==> config.mk <==
export PLATFORM = sky130hd
export DESIGN_NAME = out_writeback_packer_flat
export DESIGN_NICKNAME = d
export VERILOG_FILES = /design/src/rtl/out_writeback_packer_if.sv /design/src/rtl/out_writeback_packer.sv /design/src/flat_wrapper.sv
export SDC_FILE = /design/constraint.sdc
export NUM_CORES = 1
export LEC_CHECK = 0
export ABC_AREA = 1
export CORE_MARGIN = 8
export CORE_UTILIZATION = 45
export CTS_CLUSTER_DIAMETER = 200
export DETAILED_ROUTE_END_ITERATION = 7
export GPL_TIMING_DRIVEN = 0
export PLACE_DENSITY = 0.72
export REMOVE_ABC_BUFFERS = 1
export SLEW_MARGIN = 20
export SYNTH_ARGS = -nofsm -noshare
export SYNTH_HDL_FRONTEND = slang
export SYNTH_SLANG_ARGS = --single-unit
==> constraint.sdc <==
create_clock -name clk -period 9.43 [get_ports clk]
set_input_delay 1.4145 -clock clk [delete_from_list [all_inputs] [get_ports clk]]
set_output_delay 1.4145 -clock clk [all_outputs]
set_load 0.1 [all_outputs]
==> src/rtl/out_writeback_packer_if.sv <==
// Bus bundle for the output write-back packer: job control, accumulator stream, SRAM write port.
// Write-request encodings are shared by the packer and anything that watches the SRAM bus.
`ifndef WRITE_ENB
`define WRITE_ENB 4'b1111
`endif
`ifndef WRITE_DIS
`define WRITE_DIS 4'b0000
`endif

interface out_writeback_packer_if #(
   parameter int ACC_W  = 32,
   parameter int ADDR_W = 18,
   parameter int CNT_W  = 20
);
   logic              start_i;
   logic [ADDR_W-1:0] base_addr_i;
   logic [CNT_W-1:0]  num_elems_i;
   logic [4:0]        shift_i;
   logic              relu_en_i;
   logic              acc_valid_i;
   logic [ACC_W-1:0]  acc_data_i;
   logic              acc_ready_o;
   logic              busy_o;
   logic              done_o;
   logic              sram_cs_o;
   logic              sram_oe_o;
   logic [ADDR_W-1:0] sram_addr_o;
   logic [3:0]        sram_wreq_o;
   logic [31:0]       sram_wdata_o;

   // master: the packer, which owns the SRAM bus during a job
   modport master (
      input  start_i, base_addr_i, num_elems_i, shift_i, relu_en_i, acc_valid_i, acc_data_i,
      output acc_ready_o, busy_o, done_o, sram_cs_o, sram_oe_o, sram_addr_o, sram_wreq_o,
             sram_wdata_o
   );
   modport slave (
      output start_i, base_addr_i, num_elems_i, shift_i, relu_en_i, acc_valid_i, acc_data_i,
      input  acc_ready_o, busy_o, done_o, sram_cs_o, sram_oe_o, sram_addr_o, sram_wreq_o,
             sram_wdata_o
   );
endinterface

==> src/rtl/out_writeback_packer.sv <==
// Requantises signed accumulator results to int8, packs four per word (little-endian)
// and writes the words sequentially to the output SRAM, one write per filled/final word.
`ifndef WRITE_ENB
`define WRITE_ENB 4'b1111
`endif
`ifndef WRITE_DIS
`define WRITE_DIS 4'b0000
`endif

module out_writeback_packer #(
   parameter int ACC_W  = 32,
   parameter int ADDR_W = 18,
   parameter int CNT_W  = 20
) (
   input  logic                  clk,
   input  logic                  rst,
   out_writeback_packer_if.master bus
);
   typedef enum logic [1:0] {IDLE, RUN, DONE} state_t;

   localparam logic signed [ACC_W:0] QMAX = 127;
   localparam logic signed [ACC_W:0] QMIN = -128;

   state_t            state, state_nxt;
   logic [ADDR_W-1:0] base_r, word_idx, addr_r;
   logic [CNT_W-1:0]  n_r, acc_cnt;
   logic [4:0]        shift_r;
   logic              relu_r;
   logic [3:0][7:0]   pack, pack_nxt;
   logic [31:0]       wdata_r;
   logic              cs_r;
   logic [3:0]        wreq_r;
   logic              ready, accept, flush;
   logic [7:0]        q;

   // Rounding shift in one extra bit so adding the half-LSB never overflows.
   function automatic logic [7:0] requant(input logic [ACC_W-1:0] acc, input logic [4:0] sh,
                                          input logic relu);
      logic signed [ACC_W:0] t, rnd, r;
      rnd = (sh != 5'd0) ? ((ACC_W+1)'(1) << (sh - 5'd1)) : '0;
      t   = $signed({acc[ACC_W-1], acc}) + rnd;
      r   = t >>> sh;
      if (relu && r < 0) r = '0;
      if (r > QMAX)      return 8'h7F;
      else if (r < QMIN) return 8'h80;
      else               return r[7:0];
   endfunction

   assign ready  = (state == RUN) && (acc_cnt < n_r);
   assign accept = ready && bus.acc_valid_i;
   assign q      = requant(bus.acc_data_i, shift_r, relu_r);
   assign flush  = (acc_cnt[1:0] == 2'd3) || ((acc_cnt + CNT_W'(1)) == n_r);

   always_comb begin
      pack_nxt                = pack;
      pack_nxt[acc_cnt[1:0]]  = q;
   end

   always_comb begin
      state_nxt = state;
      case (state)
         IDLE:    if (bus.start_i) state_nxt = RUN;
         // The last write is on the bus when every element has been taken.
         RUN:     if (n_r == '0 || (cs_r && acc_cnt == n_r)) state_nxt = DONE;
         DONE:    if (!bus.start_i) state_nxt = IDLE;
         default: state_nxt = IDLE;
      endcase
   end

   always_ff @(posedge clk) begin
      if (rst) begin
         state    <= IDLE;
         base_r   <= '0;
         n_r      <= '0;
         shift_r  <= '0;
         relu_r   <= 1'b0;
         acc_cnt  <= '0;
         word_idx <= '0;
         pack     <= '0;
         addr_r   <= '0;
         wdata_r  <= '0;
         cs_r     <= 1'b0;
         wreq_r   <= `WRITE_DIS;
      end else begin
         state  <= state_nxt;
         cs_r   <= 1'b0;
         wreq_r <= `WRITE_DIS;
         if (state == IDLE && bus.start_i) begin
            base_r   <= bus.base_addr_i;
            n_r      <= bus.num_elems_i;
            shift_r  <= bus.shift_i;
            relu_r   <= bus.relu_en_i;
            acc_cnt  <= '0;
            word_idx <= '0;
            pack     <= '0;
         end
         if (accept) begin
            acc_cnt <= acc_cnt + CNT_W'(1);
            if (flush) begin
               wdata_r  <= pack_nxt;
               pack     <= '0;
               cs_r     <= 1'b1;
               wreq_r   <= `WRITE_ENB;
               addr_r   <= base_r + word_idx;
               word_idx <= word_idx + ADDR_W'(1);
            end else begin
               pack <= pack_nxt;
            end
         end
      end
   end

   assign bus.acc_ready_o  = ready;
   assign bus.busy_o       = (state == RUN);
   assign bus.done_o       = (state == DONE);
   assign bus.sram_cs_o    = cs_r;
   assign bus.sram_oe_o    = 1'b0;
   assign bus.sram_addr_o  = addr_r;
   assign bus.sram_wreq_o  = wreq_r;
   assign bus.sram_wdata_o = wdata_r;
endmodule
==> src/flat_wrapper.sv <==
// flat-port wrapper written by rule: the top's interface ports become plain ports
module out_writeback_packer_flat 
#(
   parameter int ACC_W  = 32,
   parameter int ADDR_W = 18,
   parameter int CNT_W  = 20
)
  (clk, rst, bus_start_i, bus_base_addr_i, bus_num_elems_i, bus_shift_i, bus_relu_en_i, bus_acc_valid_i, bus_acc_data_i, bus_acc_ready_o, bus_busy_o, bus_done_o, bus_sram_cs_o, bus_sram_oe_o, bus_sram_addr_o, bus_sram_wreq_o, bus_sram_wdata_o);
  out_writeback_packer_if #(.ACC_W(ACC_W), .ADDR_W(ADDR_W), .CNT_W(CNT_W)) bus_i ();
  input  logic clk;
  input  logic rst;
  input wire logic [$bits(bus_i.start_i)-1:0] bus_start_i;
  input wire logic [$bits(bus_i.base_addr_i)-1:0] bus_base_addr_i;
  input wire logic [$bits(bus_i.num_elems_i)-1:0] bus_num_elems_i;
  input wire logic [$bits(bus_i.shift_i)-1:0] bus_shift_i;
  input wire logic [$bits(bus_i.relu_en_i)-1:0] bus_relu_en_i;
  input wire logic [$bits(bus_i.acc_valid_i)-1:0] bus_acc_valid_i;
  input wire logic [$bits(bus_i.acc_data_i)-1:0] bus_acc_data_i;
  output wire logic [$bits(bus_i.acc_ready_o)-1:0] bus_acc_ready_o;
  output wire logic [$bits(bus_i.busy_o)-1:0] bus_busy_o;
  output wire logic [$bits(bus_i.done_o)-1:0] bus_done_o;
  output wire logic [$bits(bus_i.sram_cs_o)-1:0] bus_sram_cs_o;
  output wire logic [$bits(bus_i.sram_oe_o)-1:0] bus_sram_oe_o;
  output wire logic [$bits(bus_i.sram_addr_o)-1:0] bus_sram_addr_o;
  output wire logic [$bits(bus_i.sram_wreq_o)-1:0] bus_sram_wreq_o;
  output wire logic [$bits(bus_i.sram_wdata_o)-1:0] bus_sram_wdata_o;
  assign bus_i.start_i = bus_start_i;
  assign bus_i.base_addr_i = bus_base_addr_i;
  assign bus_i.num_elems_i = bus_num_elems_i;
  assign bus_i.shift_i = bus_shift_i;
  assign bus_i.relu_en_i = bus_relu_en_i;
  assign bus_i.acc_valid_i = bus_acc_valid_i;
  assign bus_i.acc_data_i = bus_acc_data_i;
  assign bus_acc_ready_o = bus_i.acc_ready_o;
  assign bus_busy_o = bus_i.busy_o;
  assign bus_done_o = bus_i.done_o;
  assign bus_sram_cs_o = bus_i.sram_cs_o;
  assign bus_sram_oe_o = bus_i.sram_oe_o;
  assign bus_sram_addr_o = bus_i.sram_addr_o;
  assign bus_sram_wreq_o = bus_i.sram_wreq_o;
  assign bus_sram_wdata_o = bus_i.sram_wdata_o;
  out_writeback_packer #(.ACC_W(ACC_W), .ADDR_W(ADDR_W), .CNT_W(CNT_W)) u_core (.clk(clk), .rst(rst), .bus(bus_i));
endmodule
Yosys cells after proc, flatten, opt, wreduce, memory -nomap -nowiden
Index checks and enable logic that the tools add are counted.
{ "classes": {"n_lt_le_gt_ge": 6, "n_mux": 21, "shift": 2, "n_eq_ne": 8, "bitwise": 1, "reduce_logical": 15, "add_sub_neg": 5} }
{ "ops": {"columns": ["operator", "count"], "rows": [
  ["32-bit two-way mux", 3],
  ["33-bit two-way mux", 2],
  ["18-bit two-way mux", 3],
  ["20-bit == test", 2],
  ["20-bit two-way mux", 2],
  ["32-bit by 33-bit adder with 33-bit output", 1],
  ["33-bit by 8-bit greater-than comparator with 1-bit output, second input constant", 1],
  ["33-bit by 1-bit less-than comparator with 1-bit output, second input constant", 1],
  ["33-bit by 8-bit less-than comparator with 1-bit output, second input constant", 1],
  ["1-bit by 5-bit left shift with 33-bit output, first input constant", 1],
  ["33-bit by 5-bit >>> shifter with 33-bit output", 1],
  ["32-bit bitwise mux", 1],
  ["8-bit two-way mux", 3],
  ["20-bit by 1-bit adder with 20-bit output, second input constant", 1],
  ["20-bit logical NOT", 1],
  ["20-bit less-than comparator", 1],
  ["18-bit by 1-bit adder with 18-bit output, second input constant", 1],
  ["18-bit adder", 1],
  ["8-bit demux with 2-bit select", 1],
  ["1-bit logical AND", 6],
  ["2-bit two-way mux", 3],
  ["2-bit one-hot mux with 3 select lines", 1],
  ["5-bit nonzero test", 1],
  ["5-bit by 1-bit subtractor with 5-bit output, second input constant", 1],
  ["15 further kinds", 18]
]} }
{ "totals": {"wordCells": 73, "out_inout_bits": 59, "reg_bits": 171} }

Depth between registers and ports, before layout
{ "depth": {"depth_word": 14, "mapped_depth": 44, "ltp_nobuf": 42} }

Worst setup path before layout
OpenSTA, ideal clock, no wires.
{ "synth_path": {"path_kind": "register to output", "startpoint": "reg u_core.state[0]", "endpoint": "out bus_acc_ready_o", "setup_slack_ns": 5.069, "stages_incl_launch_ff": 7, "arrival_time_ns": 2.947, "required_time_ns": 8.016, "path_cell_list": "dfxtp_1 > inv_1 > nor2_1 > inv_1 > a2111oi_0 > o211ai_1 > inv_1"} }
{ "synth_via": {"elab_chain_cells": 2} }
{ "synth_rtl": {"columns": ["element", "line_no", "text"], "rows": [
  ["from (decl)", "out_writeback_packer.sv:24", "state_t state, state_nxt;"],
  ["from (signal assigned)", "out_writeback_packer.sv:85", "state <= state_nxt;"],
  ["2-bit by 1-bit == test with 1-bit output", null, null],
  ["via bus_busy_o", "flat_wrapper.sv:20", "output wire logic [$bits(bus_i.busy_o)-1:0] bus_busy_o;"],
  ["1-bit logical AND", "out_writeback_packer.sv:49", "assign ready = (state == RUN) && (acc_cnt < n_r);"],
  ["to (decl)", "flat_wrapper.sv:19", "output wire logic [$bits(bus_i.acc_ready_o)-1:0] bus_acc_ready_o;"]
]} }
The timed path passes the listed nets, and every way through them passes these cells.

Worst setup path in the final report
{ "layout_path": {"startpoint": "reg u_core.shift_r[1]", "endpoint": "reg u_core.wdata_r[3] (netlist: u_core.bus.sram_wdata_o[3])"} }
{ "layout_via": {"elab_chain_cells": 12} }
{ "layout_rtl": {"columns": ["element", "line_no", "text"], "rows": [
  ["from (decl)", "out_writeback_packer.sv:27", "logic [4:0] shift_r;"],
  ["from (signal assigned)", "out_writeback_packer.sv:91", "shift_r <= bus.shift_i;"],
  ["5-bit by 1-bit subtractor with 5-bit output", "out_writeback_packer.sv:40", "rnd = (sh != 5'd0) ? ((ACC_W+1)'(1) << (sh - 5'd1)) : '0;"],
  ["1-bit by 5-bit left shift with 33-bit output", "out_writeback_packer.sv:40", null],
  ["33-bit two-way mux", "out_writeback_packer.sv:40", null],
  ["32-bit by 33-bit adder with 33-bit output", "out_writeback_packer.sv:41", "t = $signed({acc[ACC_W-1], acc}) + rnd;"],
  ["33-bit by 5-bit >>> shifter with 33-bit output *", "out_writeback_packer.sv:42", "r = t >>> sh;"],
  ["33-bit by 1-bit less-than comparator with 1-bit output", "out_writeback_packer.sv:43", "if (relu && r < 0) r = '0;"],
  ["1-bit logical AND", "out_writeback_packer.sv:43", null],
  ["33-bit two-way mux *", "out_writeback_packer.sv:43", null],
  ["33-bit by 8-bit less-than comparator with 1-bit output", "out_writeback_packer.sv:45", "else if (r < QMIN) return 8'h80;"],
  ["8-bit two-way mux", "out_writeback_packer.sv:45", null],
  ["8-bit two-way mux *", "out_writeback_packer.sv:44", "if (r > QMAX) return 8'h7F;"],
  ["32-bit bitwise mux *", "out_writeback_packer.sv:56", "pack_nxt[acc_cnt[1:0]] = q;"],
  ["to (signal assigned)", "out_writeback_packer.sv:100", "wdata_r <= pack_nxt;"],
  ["to (decl)", "out_writeback_packer.sv:30", "logic [31:0] wdata_r;"]
]} }
Mark *: on every way between the ends. The rest lies on a longest branch, timed or not.
A chain may end at the register's enable or synchronous reset.

==> flow_summary.ini <==
[power]
sequentialPowerShare_pct = 38.0
clock_power_share_pct = 35.8
p_int_w = 0.00130
p_leak_nw = 7.34
switching_share_pct = 34.7
pwr-share-comb_pct = 26.2
p_per_area_mw_per_mm2 = 126
ir_drop_mv = 0.126
p_switching_w = 0.000693

[clock_network]
clock_path_buffers = 2
cts_resized = 0
cts_buffers = 17
cts_tree = yes
htreeDepth = 4
cts_root_buf = clkbuf_16
cts_setup_buffers = 0
cts_hold_buf = 0
cts.sinks = 167
clock_latency_ns = 0.45
path_clk_slew_ns = 0.07

[critical_path]
max_stage_delay_ns = 1.00
worstSetupEndpointType = flip-flop
critical-path-top-delay-family = simple AND/OR/NAND/NOR gates
cp_max_fo = 38
cp_num_buf_inv = 3
path_class = flip-flop to flip-flop
arrival_ns = 6.64
cpMaxStageDelayCell = clkinv_1
critPathLaunchType = flip-flop
worstPathRequired_ns = 9.74

[routing]
routed-via-count = 14721
via_per_inst = 5.34
antenna_left = 0
wl_um = 41100
drt_pass1_iterations = 6
drtIter0Drc = 1156
drc = 0
wl_per_cell_um = 14.9

[sta]
timing.setup.tns_ns = 0
final.setup.worst_slack_ns = 3.09
relSlewSlack_pct = 29.2
fmax_mhz = 158
finalCriticalPeriod_ns = 6.34
tightest_slew_ns = 1.05
rsz0062_at_grt = false
timing.final.crit_share_pct = 67.2
hold_violations = 0
setup_viol = 0
skew_ns = 0.0127
slew_viol_final = 0

[floorplanning]
chipWidth_um = 190
die_h_um = 190
num_io_pins = 139
core_mm2 = 0.0303
initial_utilization_pct = 45.2
row_count = 64
dieArea_mm2 = 0.0362

[final_layout]
layout_common_cells = 702 x nand2_1, 274 x nand3_1, 257 x inv_1
fin_cells = 2758
antennaDiodeCount = 0
design_area_mm2 = 0.0158
area_growth_pct = 15.6
num-fill-cells = 3124
layout_commonest_cell = nand2_1
fin_nets = 2505
drive_gt1_share_pct = 4.74

[global_routing]
grt_overflow = 0
grt_max_degree = 108
antenna_found_initial = 0
grt_pass1_vias = 13693
grt_pass1_wl_um = 66800
grt_use_total_pct = 22.3

[synth]
ys.flop_type = dfxtp_1
synth_seq_cells = 167
synth_edf_count = 0
avgSynthCellArea_um2 = 5.98
synth_area_mm2 = 0.0137
syn_inst = 2287
ys_types = 57
synthArstFlopShare_pct = 0
ys_seq_area_share_pct = 24.4
yosys_warnings = 0

[placed_design]
place_congestion = 0.938
dpl.cell_count = 2726
place_hpwl_um = 30400
placed_cell_area_mm2 = 0.0152
port_buffers = 137
pre_cts_slack_ns = 3.18

[status]
status = finished, final reports clean

[worst_hold_path]
min_path_type = flip-flop to flip-flop

[flow_run]
maxCapViolations = 0
cells by family after synthesis:
| logic type | share of synthesized area [%] |
|---|---|
| AO/OA/AOI/OAI | 13.7 |
| buffers and inverters | 10.7 |
| XOR/XNOR | 3.58 |
| flip-flops | 24.4 |
| adder cells (fa/ha/maj) | 7.06 |
| other | 0.0274 |
| AND/OR/NAND/NOR | 40.5 |
synthesized netlist by cell type, types with 3 or more instances:
cell type | instances | area (um2)
nand4_1 | 30 | 188
buf_6 | 4 | 45.0
or2_2 | 27 | 169
nor3_1 | 18 | 90.1
buf_4 | 9 | 67.6
buf_1 | 27 | 101
o21ai_0 | 106 | 531
o211ai_1 | 9 | 67.6
nand2_4 | 3 | 33.8
a31oi_1 | 9 | 56.3
nand3b_1 | 3 | 22.5
xnor2_1 | 9 | 78.8
nand2_2 | 7 | 43.8
o21bai_1 | 5 | 37.5
o21ai_1 | 8 | 40.0
nand2_1 | 702 | 2640
xor2_1 | 45 | 394
o311a_1 | 7 | 70.1
buf_2 | 15 | 75.1
nor3_2 | 3 | 30.0
a211oi_2 | 4 | 50.1
nand3_2 | 5 | 50.1
nor4_1 | 11 | 68.8
nand3_1 | 275 | 1380
ha_1 | 74 | 926
inv_1 | 259 | 972
clkbuf_1 | 44 | 165
clkinv_1 | 4 | 15.0
o22ai_1 | 8 | 50.1
a21oi_1 | 171 | 856
dfxtp_1 | 167 | 3340
and2_1 | 8 | 50.1
inv_2 | 6 | 22.5
nor2_1 | 175 | 657
flip-flops by register name, indices dropped and copies added, names as in the netlist:
signal and count:
u_core.acc_cnt 20, u_core.base_r 18, u_core.bus.sram_addr_o 18, u_core.bus.sram_wdata_o 32, u_core.bus.sram_wreq_o 1, u_core.n_r 20
u_core.pack 32, u_core.relu_r 1, u_core.shift_r 5, u_core.state 2, u_core.word_idx 18
metrics by stage:
stage | hold WS (ns) | power (W) | utilization (%)
3_3_place_gp | 0.439 | 0.00127 | 49.9
3_5_place_dp | 0.454 | 0.00129 | 50.3
6_report | 0.462 | 0.00199 | 52.2
4_1_cts | 0.464 | 0.00200 | 52.2
2_1_floorplan | 0.427 | 0.00112 | -
5_1_grt | 0.478 | 0.00211 | 52.2
path summary, 6_finish.rpt:
check / startpoint / end / slack [ns] / depth (start not counted)
worst max-delay path: u_core.shift_r[1]$_SDFFE_PP0P_ / u_core.bus.sram_wdata_o[3]$_SDFFE_PP0P_ / 3.09 / 27
worst min-delay path: u_core.pack[12]$_SDFFE_PP0P_ / u_core.pack[12]$_SDFFE_PP0P_ / 0.46 / 2
worst max register to register: u_core.shift_r[1]$_SDFFE_PP0P_ / u_core.bus.sram_wdata_o[3]$_SDFFE_PP0P_ / 3.09 / 27
worst min register to register: u_core.pack[12]$_SDFFE_PP0P_ / u_core.pack[12]$_SDFFE_PP0P_ / 0.46 / 2
cell type report:
| cell class | instances | area [um2] | area share (%) |
|---|---|---|---|
| clock buffers | 18 | 429 | 2.71 |
| clock inverters | 14 | 166 | 1.05 |
| inverters | 270 | 1020 | 6.47 |
| multi-input cells | 1752 | 8880 | 56.2 |
| flip-flops and latches | 167 | 3350 | 21.2 |
| well taps | 396 | 495 | 3.13 |
| repair buffers | 141 | 1460 | 9.25 |
worst reg2reg max path, stage by stage, from the launching register on:
cell	delay, ns
dfxtp_2	0.84
clkinv_1	1.00
nor4_1	0.82
nand2_1	0.13
inv_1	0.11
ha_1	0.24
nand2_1	0.12
nor2_1	0.15
inv_1	0.10
nor3_2	0.25
and2_1	0.18
nand2_1	0.08
nand3_1	0.14
nand3_1	0.10
nand3_1	0.16
nand3_1	0.17
nand3_1	0.16
nand2_1	0.13
o21ai_1	0.18
nand2_1	0.10
nor2_1	0.12
nand3_1	0.09
nand2_1	0.08
nand3_2	0.09
nand2_4	0.27
nand3_1	0.16
nand2_1	0.15
a21oi_1	0.07
routing by layer:
layer  routed length, um  GRT usage [%]  part of all wire, %
met5                   0              0                    0
met4                 868           6.35                  2.1
met3                2530           4.11                  6.2
met2               19400           38.1                   47
met1               18300           28.1                   45
power by group through the flow:
stage                     Sequential, W  Clock, W  Combinational [W]
final                          0.000758  0.000714           0.000522
after global routing           0.000761  0.000763           0.000589
after CTS                      0.000756  0.000726           0.000518
after detailed placement       0.000772         0           0.000515
after global placement         0.000771         0           0.000504
after floorplan                0.000764         0           0.000354
Power figures use the tool's default switching activity.
